==> src/rtl/spi_ram_arbiter.sv <==
`default_nettype none
// ============================================================================
// Module   : spi_ram_arbiter
// Purpose  : Round-robin RAM command arbiter with transaction locking and
//            read-data routing for two requesters (SPI slave, host port).
//            Optional watchdog enabled by defining RAM_ARB_WATCHDOG_EN.
// Revision : 1.0 - initial release
// ============================================================================
module spi_ram_arbiter #(
  parameter int CMD_W  = 10,
  parameter int DATA_W = 8,
  parameter int TMO_W  = 4
) (
  input  logic              clk,
  input  logic              rst,
  input  logic [CMD_W-1:0]  req0_cmd,
  input  logic              req0_valid,
  output logic              req0_ready,
  output logic [DATA_W-1:0] req0_rdata,
  output logic              req0_rvalid,
  input  logic [CMD_W-1:0]  req1_cmd,
  input  logic              req1_valid,
  output logic              req1_ready,
  output logic [DATA_W-1:0] req1_rdata,
  output logic              req1_rvalid,
  output logic [CMD_W-1:0]  ram_din,
  output logic              ram_rx_valid,
  input  logic [DATA_W-1:0] ram_dout,
  input  logic              ram_tx_valid,
  output logic              owner,
  output logic              busy,
  output logic              err
);

  localparam logic [1:0] c_st_idle    = 2'd0;
  localparam logic [1:0] c_st_locked  = 2'd1;
  localparam logic [1:0] c_st_wait_rd = 2'd2;

  localparam logic [1:0] c_op_wr_addr = 2'b00;
  localparam logic [1:0] c_op_wr_data = 2'b01;
  localparam logic [1:0] c_op_rd_addr = 2'b10;
  localparam logic [1:0] c_op_rd_data = 2'b11;

  logic [1:0]        r_state;
  logic [1:0]        w_next_state;
  logic              r_owner;
  logic              r_last_grant;
  logic [CMD_W-1:0]  r_ram_din;
  logic              r_ram_rx_valid;
  logic [DATA_W-1:0] r_req0_rdata;
  logic [DATA_W-1:0] r_req1_rdata;
  logic              r_req0_rvalid;
  logic              r_req1_rvalid;

  logic              w_sel;
  logic              w_acc;
  logic              w_acc_id;
  logic [CMD_W-1:0]  w_acc_cmd;
  logic [1:0]        w_op;
  logic              w_rd_done;
  logic              w_expire;

  // Tie goes to whoever was not granted last; a lone requester always wins.
  always_comb begin
    if (req0_valid && req1_valid) w_sel = ~r_last_grant;
    else                          w_sel = req1_valid;
  end

  assign w_acc     = (req0_valid & req0_ready) | (req1_valid & req1_ready);
  assign w_acc_id  = (r_state == c_st_idle) ? w_sel : r_owner;
  assign w_acc_cmd = w_acc_id ? req1_cmd : req0_cmd;
  assign w_op      = w_acc_cmd[CMD_W-1 -: 2];
  assign w_rd_done = (r_state == c_st_wait_rd) && ram_tx_valid;

  always_ff @(posedge clk) begin
    if (rst) r_state <= c_st_idle;
    else     r_state <= w_next_state;
  end

  always_comb begin
    w_next_state = r_state;
    if (w_expire) begin
      w_next_state = c_st_idle;
    end else if (w_acc) begin
      case (w_op)
        c_op_wr_addr: w_next_state = c_st_locked;
        c_op_rd_addr: w_next_state = c_st_locked;
        c_op_wr_data: w_next_state = c_st_idle;
        c_op_rd_data: w_next_state = c_st_wait_rd;
        default:      w_next_state = c_st_idle;
      endcase
    end else if (w_rd_done) begin
      w_next_state = c_st_idle;
    end
  end

  always_comb begin
    req0_ready = 1'b0;
    req1_ready = 1'b0;
    case (r_state)
      c_st_idle: begin
        req0_ready = req0_valid & ~w_sel;
        req1_ready = req1_valid &  w_sel;
      end
      c_st_locked: begin
        req0_ready = ~r_owner;
        req1_ready =  r_owner;
      end
      default: begin
        req0_ready = 1'b0;
        req1_ready = 1'b0;
      end
    endcase
  end

  always_ff @(posedge clk) begin
    if (rst) begin
      r_owner        <= 1'b0;
      r_last_grant   <= 1'b1;
      r_ram_din      <= '0;
      r_ram_rx_valid <= 1'b0;
      r_req0_rdata   <= '0;
      r_req1_rdata   <= '0;
      r_req0_rvalid  <= 1'b0;
      r_req1_rvalid  <= 1'b0;
    end else begin
      r_ram_rx_valid <= w_acc;
      if (w_acc) r_ram_din <= w_acc_cmd;
      if (w_acc && (r_state == c_st_idle)) begin
        r_owner      <= w_sel;
        r_last_grant <= w_sel;
      end
      r_req0_rvalid <= w_rd_done & ~r_owner;
      r_req1_rvalid <= w_rd_done &  r_owner;
      if (w_rd_done && !r_owner) r_req0_rdata <= ram_dout;
      if (w_rd_done &&  r_owner) r_req1_rdata <= ram_dout;
    end
  end

`ifdef RAM_ARB_WATCHDOG_EN
  localparam logic [TMO_W-1:0] c_tmo_pre = TMO_W'((2 ** TMO_W) - 2);

  logic [TMO_W-1:0] r_tmo;
  logic             r_err;

  // Expiry fires on the edge where the count would reach its all-ones limit;
  // a real accept or RAM response in that same cycle takes precedence.
  assign w_expire = (r_state != c_st_idle) && (r_tmo == c_tmo_pre) && !w_acc && !w_rd_done;

  always_ff @(posedge clk) begin
    if (rst) begin
      r_tmo <= '0;
      r_err <= 1'b0;
    end else begin
      r_err <= w_expire;
      if ((w_next_state != r_state) || w_acc) r_tmo <= '0;
      else if (r_state != c_st_idle)          r_tmo <= r_tmo + 1'b1;
    end
  end

  assign err = r_err;
`else
  assign w_expire = 1'b0;
  assign err      = 1'b0;
`endif

  assign ram_din      = r_ram_din;
  assign ram_rx_valid = r_ram_rx_valid;
  assign req0_rdata   = r_req0_rdata;
  assign req1_rdata   = r_req1_rdata;
  assign req0_rvalid  = r_req0_rvalid;
  assign req1_rvalid  = r_req1_rvalid;
  assign owner        = r_owner;
  assign busy         = (r_state != c_st_idle);

endmodule
`default_nettype wire
==> config.mk <==
export PLATFORM = sky130hd
export DESIGN_NAME = spi_ram_arbiter
export DESIGN_NICKNAME = d
export VERILOG_FILES = /design/src/rtl/spi_ram_arbiter.sv
export SDC_FILE = /design/constraint.sdc
export NUM_CORES = 1
export LEC_CHECK = 0
export ABC_AREA = 0
export BUFFER_PORTS_ARGS = -buffer_cell sky130_fd_sc_hd__buf_2
export CORE_ASPECT_RATIO = 1.4
export CORE_MARGIN = 1
export CORE_UTILIZATION = 25
export CTS_BUF_LIST = sky130_fd_sc_hd__clkbuf_4
export CTS_CLUSTER_DIAMETER = 100
export DETAILED_ROUTE_END_ITERATION = 12
export HOLD_SLACK_MARGIN = 0.12
export PLACE_DENSITY = 0.46
export SYNTH_ARGS = -nofsm -noshare
export SYNTH_HDL_FRONTEND = slang
export SYNTH_SLANG_ARGS = --single-unit
==> constraint.sdc <==
create_clock -name clk -period 1.8 [get_ports clk]
set_clock_uncertainty 0.1 [all_clocks]
set_input_delay 0.18 -clock clk [delete_from_list [all_inputs] [get_ports clk]]
set_output_delay 0.18 -clock clk [all_outputs]
set_load 0.03 [all_outputs]
# Yosys cells after proc, flatten, opt, wreduce, memory -nomap -nowiden
# Cells that the tools add are included.
# op_classes
reduce_logical	11
n_bitwise	10
mux	8
eq_ne	5
# op_table
operator	n
10-bit 2-to-1 mux	1
1-bit bitwise AND	6
2-bit equality test, second input constant	3
2-bit case mux with 3 select lines	1
1-bit logical AND	5
2-bit by 1-bit equality test with 1-bit output, second input constant	2
2-bit logical NOT	2
2-bit 2-to-1 mux	2
1-bit case mux with 2 select lines	2
2-bit nonzero test	2
1-bit inverter	3
1-bit 2-to-1 mux	2
2-bit OR reduction	1
1-bit logical NOT	1
1-bit OR	1
# totals
output_inout_bits	34
elab_cells	43
reg_bits	33
input_bits	33

# Depth between registers and ports, before layout
# Gate-level depths: netlist of run 1.
# depth
word_depth	8
mapped_depth	6
depth_no_buf	4

# Worst setup path after synthesis of run 1
# No wires, ideal clock.
# synth_path
kind	reg2reg
startpoint	register r_owner, in the netlist owner
endpoint	register r_ram_din[8], in the netlist ram_din[8]
path_buffers	2
slack_ns	0.146
stages_incl_launch_ff	7
t_required_ns	1.584
t_arrival_ns	1.438
setup_time_ns	0.116
path_cell_list	dfxtp_1 -> buf_4 -> mux2i_1 -> a211oi_2 -> buf_2 -> o221ai_2 -> o211a_1
# synth_between
elab_chain_cells	4
word_cells_on_any_way	8
# synth_lines
element	line_no	source
from (decl)	46	logic r_owner;
from (signal assigned)	130	r_owner <= w_sel;
1-bit inverter	106	req0_ready = ~r_owner;
1-bit case mux with 2 select lines	100	case (r_state)
1-bit bitwise AND	69	assign w_acc = (req0_valid & req0_ready) | (req1_valid & req1_ready);
1-bit OR	69	
to (signal assigned)	128	if (w_acc) r_ram_din <= w_acc_cmd;
to (decl)	48	logic [CMD_W-1:0] r_ram_din;
# Several ways; a longest one is shown, not always the timed one.
# A chain may end at the register's enable or synchronous reset.

# Final worst setup path of run 1
# layout_path
startpoint	register r_state[0]
endpoint	output port req0_ready
# layout_between
elab_chain_cells	2
word_cells_on_any_way	3
# layout_lines
element	line_no	source
from (decl)	44	logic [1:0] r_state;
from (signal assigned)	76	if (rst) r_state <= c_st_idle;
from (signal assigned)	77	else r_state <= w_next_state;
2-bit by 1-bit equality test with 1-bit output or 2-bit logical NOT (tied branches)	100	
1-bit case mux with 2 select lines (*)	100	
to (decl)	18	output logic req0_ready,
# Mark *: on every way between the ends. The rest lies on a longest branch, timed or not.

==> results of run 1 <==
through the flow:
step | worst slack, ns | util, % | hold WS (ns) | instance area, um2
3_5_place_dp | 0.305 | 32.8 | 0.345 | 1800
4_1_cts | 0.0175 | 39.8 | 0.125 | 2180
2_1_floorplan | 0.146 | - | 0.216 | 1410
6_report | 0.107 | 39.8 | 0.130 | 2180
5_1_grt | 0.000516 | 39.8 | 0.144 | 2180
3_3_place_gp | 0.303 | 32.8 | 0.341 | 1800
cells in the final DEF, fill, tap and decap left out, types with 6 or more instances in the layout:
cell	netlist	final
buf_2	4	64
nand2_1	37	37
dfxtp_1	33	32
dlygate4sd3_1	0	30
a21oi_1	24	24
nor2_1	11	11
mux2i_1	11	11
buf_4	3	6
power groups by stage:
stage | clock network, mW | registers, mW | logic (mW)
2_1_floorplan | 0 | 0.915 | 0.256
3_3_place_gp | 0 | 0.835 | 0.480
3_5_place_dp | 0 | 0.835 | 0.482
4_1_cts | 0.578 | 0.819 | 0.536
5_1_grt | 0.601 | 0.827 | 0.579
6_report | 0.554 | 0.819 | 0.531
state kept, by name, summed over array words and instances, names as in the netlist:
name,flops
req1_rdata,8
owner,1
ram_rx_valid,1
req0_rvalid,1
ram_din,10
r_last_grant,1
req0_rdata,8
r_state,2
req1_rvalid,1
worst register-to-register path, stage by stage, from the launching register on:
cell,delay (ns)
dfxtp_1,0.36
buf_4,0.17
o21ai_4,0.06
a21boi_2,0.22
buf_12,0.17
mux2i_1,0.24
a211oi_2,0.09
how the worst min path moves through the flow:
stage / start / to / slack (ns) / cells past startpoint
global placement: req0_rdata[0]$_SDFFE_PP0P_ / req0_rdata[0]$_SDFFE_PP0P_ / 0.34 / 2
CTS: ram_tx_valid / r_state[1]$_SDFFE_PP0P_ / 0.13 / 3
detailed placement: req1_rdata[2]$_SDFFE_PP0P_ / req1_rdata[2]$_SDFFE_PP0P_ / 0.34 / 2
global route: rst / r_state[0]$_SDFFE_PP0P_ / 0.14 / 2
floorplan: ram_dout[0] / req0_rdata[0]$_SDFFE_PP0P_ / 0.22 / 2
finish: rst / r_state[0]$_SDFFE_PP0P_ / 0.13 / 2
cell families after synthesis:
kind of cell,count (synthesis),share of synthesized area [%]
flops,33,46.9
simple gates,58,17.1
mux,11,7.82
other cells,1,0.266
compound gates,43,21.4
buf+inv,16,6.49
cell type report:
class	instances	area (um2)	area share [%]
clock buffers	5	37.5	1.72
flip-flops and latches	33	662	30.3
clock inverters	3	41.3	1.89
multi-input cells	113	656	30.0
inverters	4	15.0	0.688
repair buffers	101	686	31.4
well taps	68	85.1	3.90
routing by layer:
layer | part of all wire (%) | vias to the layer above | track usage (%)
li1 | - | 739 | -
met1 | 42 | 648 | 14.7
met2 | 50 | 55 | 26.1
met3 | 5.8 | 6 | 3.28
met4 | 1.4 | 0 | 4.89
met5 | 0 | - | 0
repair_timing:
item,4_1_cts,5_1_grt
endpoints found under the hold margin,28,0
gates resized for setup,1,1
endpoints found under the setup margin,1,2
buffers inserted,0,0
hold buffers,30,0
==> impl_results.md, run 1 <==
- R2R Path Start: owner$_SDFFE_PP0P_
- Startpoint Class: flip-flop
- RSZ-0062 raised after global routing: no
- GP Congestion: 0.743
- TritonCTS clock tree: yes
- Most instantiated cells after synthesis: nand2_1, dfxtp_1, a21oi_1, mux2i_1, nor2_1
- Max Cap Violations: 0
- Initial antenna violation count: 0
- Yosys warns: 0
- Cell Rows: 32
- FF-to-FF End: ram_din[4]$_SDFFE_PP0P_
- DRC Markers: 0
- Fill count: 562
- Leakage: 1.02 nW
- Crit-path max FO: 5
- Crit path time final: roughly 1.7 ns
- First-pass iteration count of the detailed router: 4
- GRT overflow: 0
- TritonCTS Buffers: 5
- Crit path from: r_state[0]$_SDFFE_PP0P_
- Clock tree buffer depth: 2
- Share of the synthesized area in the top cell type: ~47%
- Post-route ant nets: 0
- Core Footprint: 0.00549 mm2
- Peak VDD IR: 391 uV
- Die H: about 91 um
- DR vias: roughly 1,400
- First-pass GRT wire length: 6420 um
- CTS H-tree lvls: 2
- HP Class: primary input to flip-flop
- Fmax: 591 MHz
- Synthesized netlist cell count: 162
- Switching Fraction: 32.0%
- Levels on crit path: 5
- Total power: 1.90 mW
- Element type at the critical path end: primary output
- Seq pwr share: 43.0%
- Syn avg cell area: approximately 8.7 um2
- Crit path buffers/inverters: 2
- Top cells by area, synth: dfxtp_1, nand2_1, a21oi_1
- Initial Util: 25.7%
- I/O Buffers: 65
- DRT Wirelength: 3950 um
- Most numerous cell in the Yosys netlist: nand2_1
- Unique masters post-synth: 28
- CP cell instances: buf_4, nor3b_1, a21oi_1, nor2_1, buf_4
- Crit path largest cell delay: ~0.38 ns
- Die area: 0.00594 mm2
- Status: completed
- Mapped Area: 0.00141 mm2
- Non-filler cells, final: 327
- Pin count of the biggest net entering global routing: 21
- Psw: 0.610 mW
- Final period util: a little over nine tenths
- Fin nets: 291
- Yosys top cell by area: dfxtp_1
- Worst setup path end: req0_ready
- Critical path class: flip-flop to primary output
- Final hold violation count: 0
- Ys async rst share: 0%
- Top delay family on crit path: flip-flops
- Reg clk slew, reported paths: ~0.12 ns
- Skew-Pair Late Insertion Delay: 0.35 ns
- Final setup viols: 0
- Synthesized flop and latch total: 33
- Cell Int Power: 1.29 mW
- # diodes: 0
- Vias per cell: 4.43
- Placed Instances: between 200 and 300
- Clock network power share: 29.1%
- DR iter-0 viols: 53
- GR Util All Layers: 14.0%
- Most frequent CP cell: buf_4
- TritonCTS Sinks: 33
- WL/cell: 12.1 um
- Die W: around 65 um
- Layout cells sized above 1: 34.0%
- Setup_tns: 0 ns
- Slowest cell on the critical path: dfxtp_2
- Top Ports: 67
- Register area share after synthesis: a little under half
- Worst EP required: 1.52 ns
- Worst reg-to-reg setup slack: 0.29 ns
- Clock Tree Root: clkbuf_4
- Comb power frac: between 20 and 30%
- Cells on worst reg2reg path: 6
- Hpwl dp: 2750 um
- Vias in the first global route: 1,480
- PD cells: between 800 and 900 mW/mm2
- Max-slew violation count: 0
- CP arrival: 1.41 ns
- Main synth FF type: dfxtp_1
- Mapped Nets: between 150 and 200
- Post-synth EDFFs: 0
- Syn-to-layout area delta: 55.0%
Power figures use the tool's default switching activity.
==> inputs of run 2 (changes only) <==
- CORE_UTILIZATION: 25 -> 47
- PLACE_DENSITY: 0.46 -> 0.79
==> impl_results.md, run 2 (synthesis gave the netlist of run 1 again) <==
- Status: completed (unchanged)
- Placed Instances: 256 (was 289)
- Clock tree buffer depth: 2 (unchanged)
- First-pass GRT wire length: 5870 um (was 6420 um)
- Psw: 0.604 mW (was 0.610 mW)
- TritonCTS clock tree: yes (unchanged)
- Clock network power share: 33.9% (was 29.1%)
- Placed Area: 0.00175 mm2 (was 0.00180 mm2)
- Cell Rows: 23 (was 32)
- I/O Buffers: 65 (unchanged)
- First-pass iteration count of the detailed router: 4 (unchanged)
- Number of flip-flops in the largest register: 10 (unchanged)
- Vias per cell: 4.96 (was 4.43)
- RSZ-0062 raised after global routing: no (unchanged)
- Initial antenna violation count: 0 (unchanged)
- Final Instance Area: 0.00213 mm2 (was 0.00218 mm2)
- Final hold violation count: 0 (unchanged)
- Cells on worst reg2reg path: 5 (was 6)
- Fin util: 74.7% (was 39.8%)
- Setup_tns: 0 ns (unchanged)
- Crit path time final: 1.70 ns (was 1.69 ns)
- Crit path largest cell delay: 0.44 ns (was 0.38 ns)
- DR iter-0 viols: 18 (was 53)
- GR Util All Layers: 26.0% (was 14.0%)
- Max-slew violation count: 0 (unchanged)
- Core Footprint: 0.00285 mm2 (was 0.00549 mm2)
- Fin nets: 287 (was 291)
- Top Ports: 67 (unchanged)
- Pin count of the biggest net entering global routing: 21 (unchanged)
- DRT Wirelength: 3700 um (was 3950 um)
- CP arrival: 1.42 ns (was 1.41 ns)
- Initial Util: 49.4% (was 25.7%)
- WL/cell: 12.7 um (was 12.1 um)
- Comb power frac: 25.4% (was 27.9%)
- Post-route ant nets: 0 (unchanged)
- Max Cap Violations: 0 (unchanged)
- Seq pwr share: 40.7% (was 43.0%)
- Fmax: 587 MHz (was 591 MHz)
- Dpl ws: 0.221 ns (was 0.305 ns)
- Die H: 66.8 um (was 90.8 um)
- Fill count: 210 (was 562)
- TritonCTS Buffers: 5 (unchanged)
- Die W: 48.3 um (was 65.4 um)
- HP Class: primary input to flip-flop (unchanged)
- Switching Fraction: 29.8% (was 32.0%)
- Total power: 2.03 mW (was 1.90 mW)
- Reg clk slew, reported paths: 0.11 ns (was 0.12 ns)
- Hold WS: 0.113 ns (was 0.130 ns)
- Levels on crit path: 4 (was 5)
- Cell Int Power: 1.42 mW (was 1.29 mW)
- GP Congestion: 0.763 (was 0.743)
- Startpoint Class: flip-flop (unchanged)
- Hpwl dp: 2270 um (was 2750 um)
- Slowest cell on the critical path: dfxtp_1 (was dfxtp_2)
- Vias in the first global route: 1,432 (was 1,480)
- Die area: 0.00322 mm2 (was 0.00594 mm2)
- Worst Hold Path Cells: 3 (was 2)
- CP cell instances: nor3b_1, a21oi_1, nor2_1, buf_2 (was buf_4, nor3b_1, a21oi_1, nor2_1, buf_4)
- Multi-input gate area: 656 um2 (unchanged)
- FF/Latch Area: 661 um2 (was 662 um2)
- Setup ws final: 0.0976 ns (was 0.107 ns)
- Crit path buffers/inverters: 1 (was 2)
- Final setup viols: 0 (unchanged)
- TritonCTS Sinks: 33 (unchanged)
- GRT overflow: 0 (unchanged)
- Skew-Pair Late Insertion Delay: 0.34 ns (was 0.35 ns)
- Worst EP required: 1.52 ns (about the same)
- Leakage: 1.02 nW (about the same)
- DR vias: 1,449 (was 1,448)
- Layout cells sized above 1: 33.7% (was 34.0%)
- Critical path class: flip-flop to primary output (unchanged)
- Non-filler cells, final: 292 (was 327)
- CTS H-tree lvls: 2 (unchanged)
- DRC Markers: 0 (unchanged)
- PD cells: 953 mW/mm2 (was 872 mW/mm2)
- # diodes: 0 (unchanged)
- Most frequent cells in the layout: buf_2, nand2_1, dfxtp_1, dlygate4sd3_1, a21oi_1 (unchanged)
- Crit-path max FO: 9 (was 5)
- Most common cell after layout, fill and taps aside: buf_2 (unchanged)
- Post-CTS sizing: 0 (was 1)
- Element type at the critical path end: primary output (unchanged)
- Syn-to-layout area delta: 51.2% (was 55.0%)
- Final period util: 94.6% (was 94.1%)
- Peak VDD IR: 740 uV (was 391 uV)
- Top delay family on crit path: flip-flops (unchanged)
- Clock Tree Root: clkbuf_4 (unchanged)
## run 2: cell count changes in the layout (fill, tap and decap cells not counted)
cell | previous run | this run
clkinv_1 | 1 | 0
buf_4 | 6 | 3
clkinv_2 | 0 | 1
buf_2 | 64 | 65
clkinvlp_4 | 1 | 0
dfxtp_2 | 1 | 0
bufinv_16 | 1 | 2
dlygate4sd3_1 | 30 | 28
dfxtp_1 | 32 | 33
## run 2: final timing paths
path	start	end	slack [ns]
max	r_state[0]$_SDFFE_PP0P_	req0_ready	0.1
min	req0_cmd[6]	ram_din[6]$_SDFFE_PP0P_	0.11
max reg2reg	r_state[1]$_SDFFE_PP0P_	ram_din[0]$_SDFFE_PP0P_	0.17
min reg2reg	req1_rdata[6]$_SDFFE_PP0P_	req1_rdata[6]$_SDFFE_PP0P_	0.36
## run 2: routing by layer
| metal | GRT usage [%] | up-vias | share of wire [%] |
|---|---|---|---|
| met2 | 43.5 | 61 | 50 |
| li1 | - | 733 | - |
| met5 | 0 | - | 0 |
| met1 | 26.2 | 642 | 39 |
| met4 | 12.8 | 0 | 2.9 |
| met3 | 10.6 | 13 | 7.7 |
## run 2: what timing repair did
item | 4_1_cts | 5_1_grt
hold buffers | 28 | 0
setup buffers | 0 | 0
hold endpoints to repair | 30 | 0
endpoints found under the setup margin | 0 | 0
## run 2: final cells by class
type	count	share of cell area (%)
repair buffers	97	30.5
multi-input cells	113	30.8
flip-flops and latches	33	31.0
clock inverters	3	3.06
well taps	37	2.18
clock buffers	5	1.76
inverters	4	0.705
## run 2: worst min-delay path, delay by kind of cell
kind	cells	cell delay (ns)
compound gates	1	0.20
buf+inv	1	0.07
mux	1	0.07
## run 2: power by group through the flow
stage          combinational, mW  clock, mW  sequential, mW
4_1_cts                    0.506      0.697           0.824
6_report                   0.515      0.688           0.825
2_1_floorplan              0.256          0           0.915
3_3_place_gp               0.453          0           0.840
5_1_grt                    0.553      0.730           0.831
3_5_place_dp               0.459          0           0.839
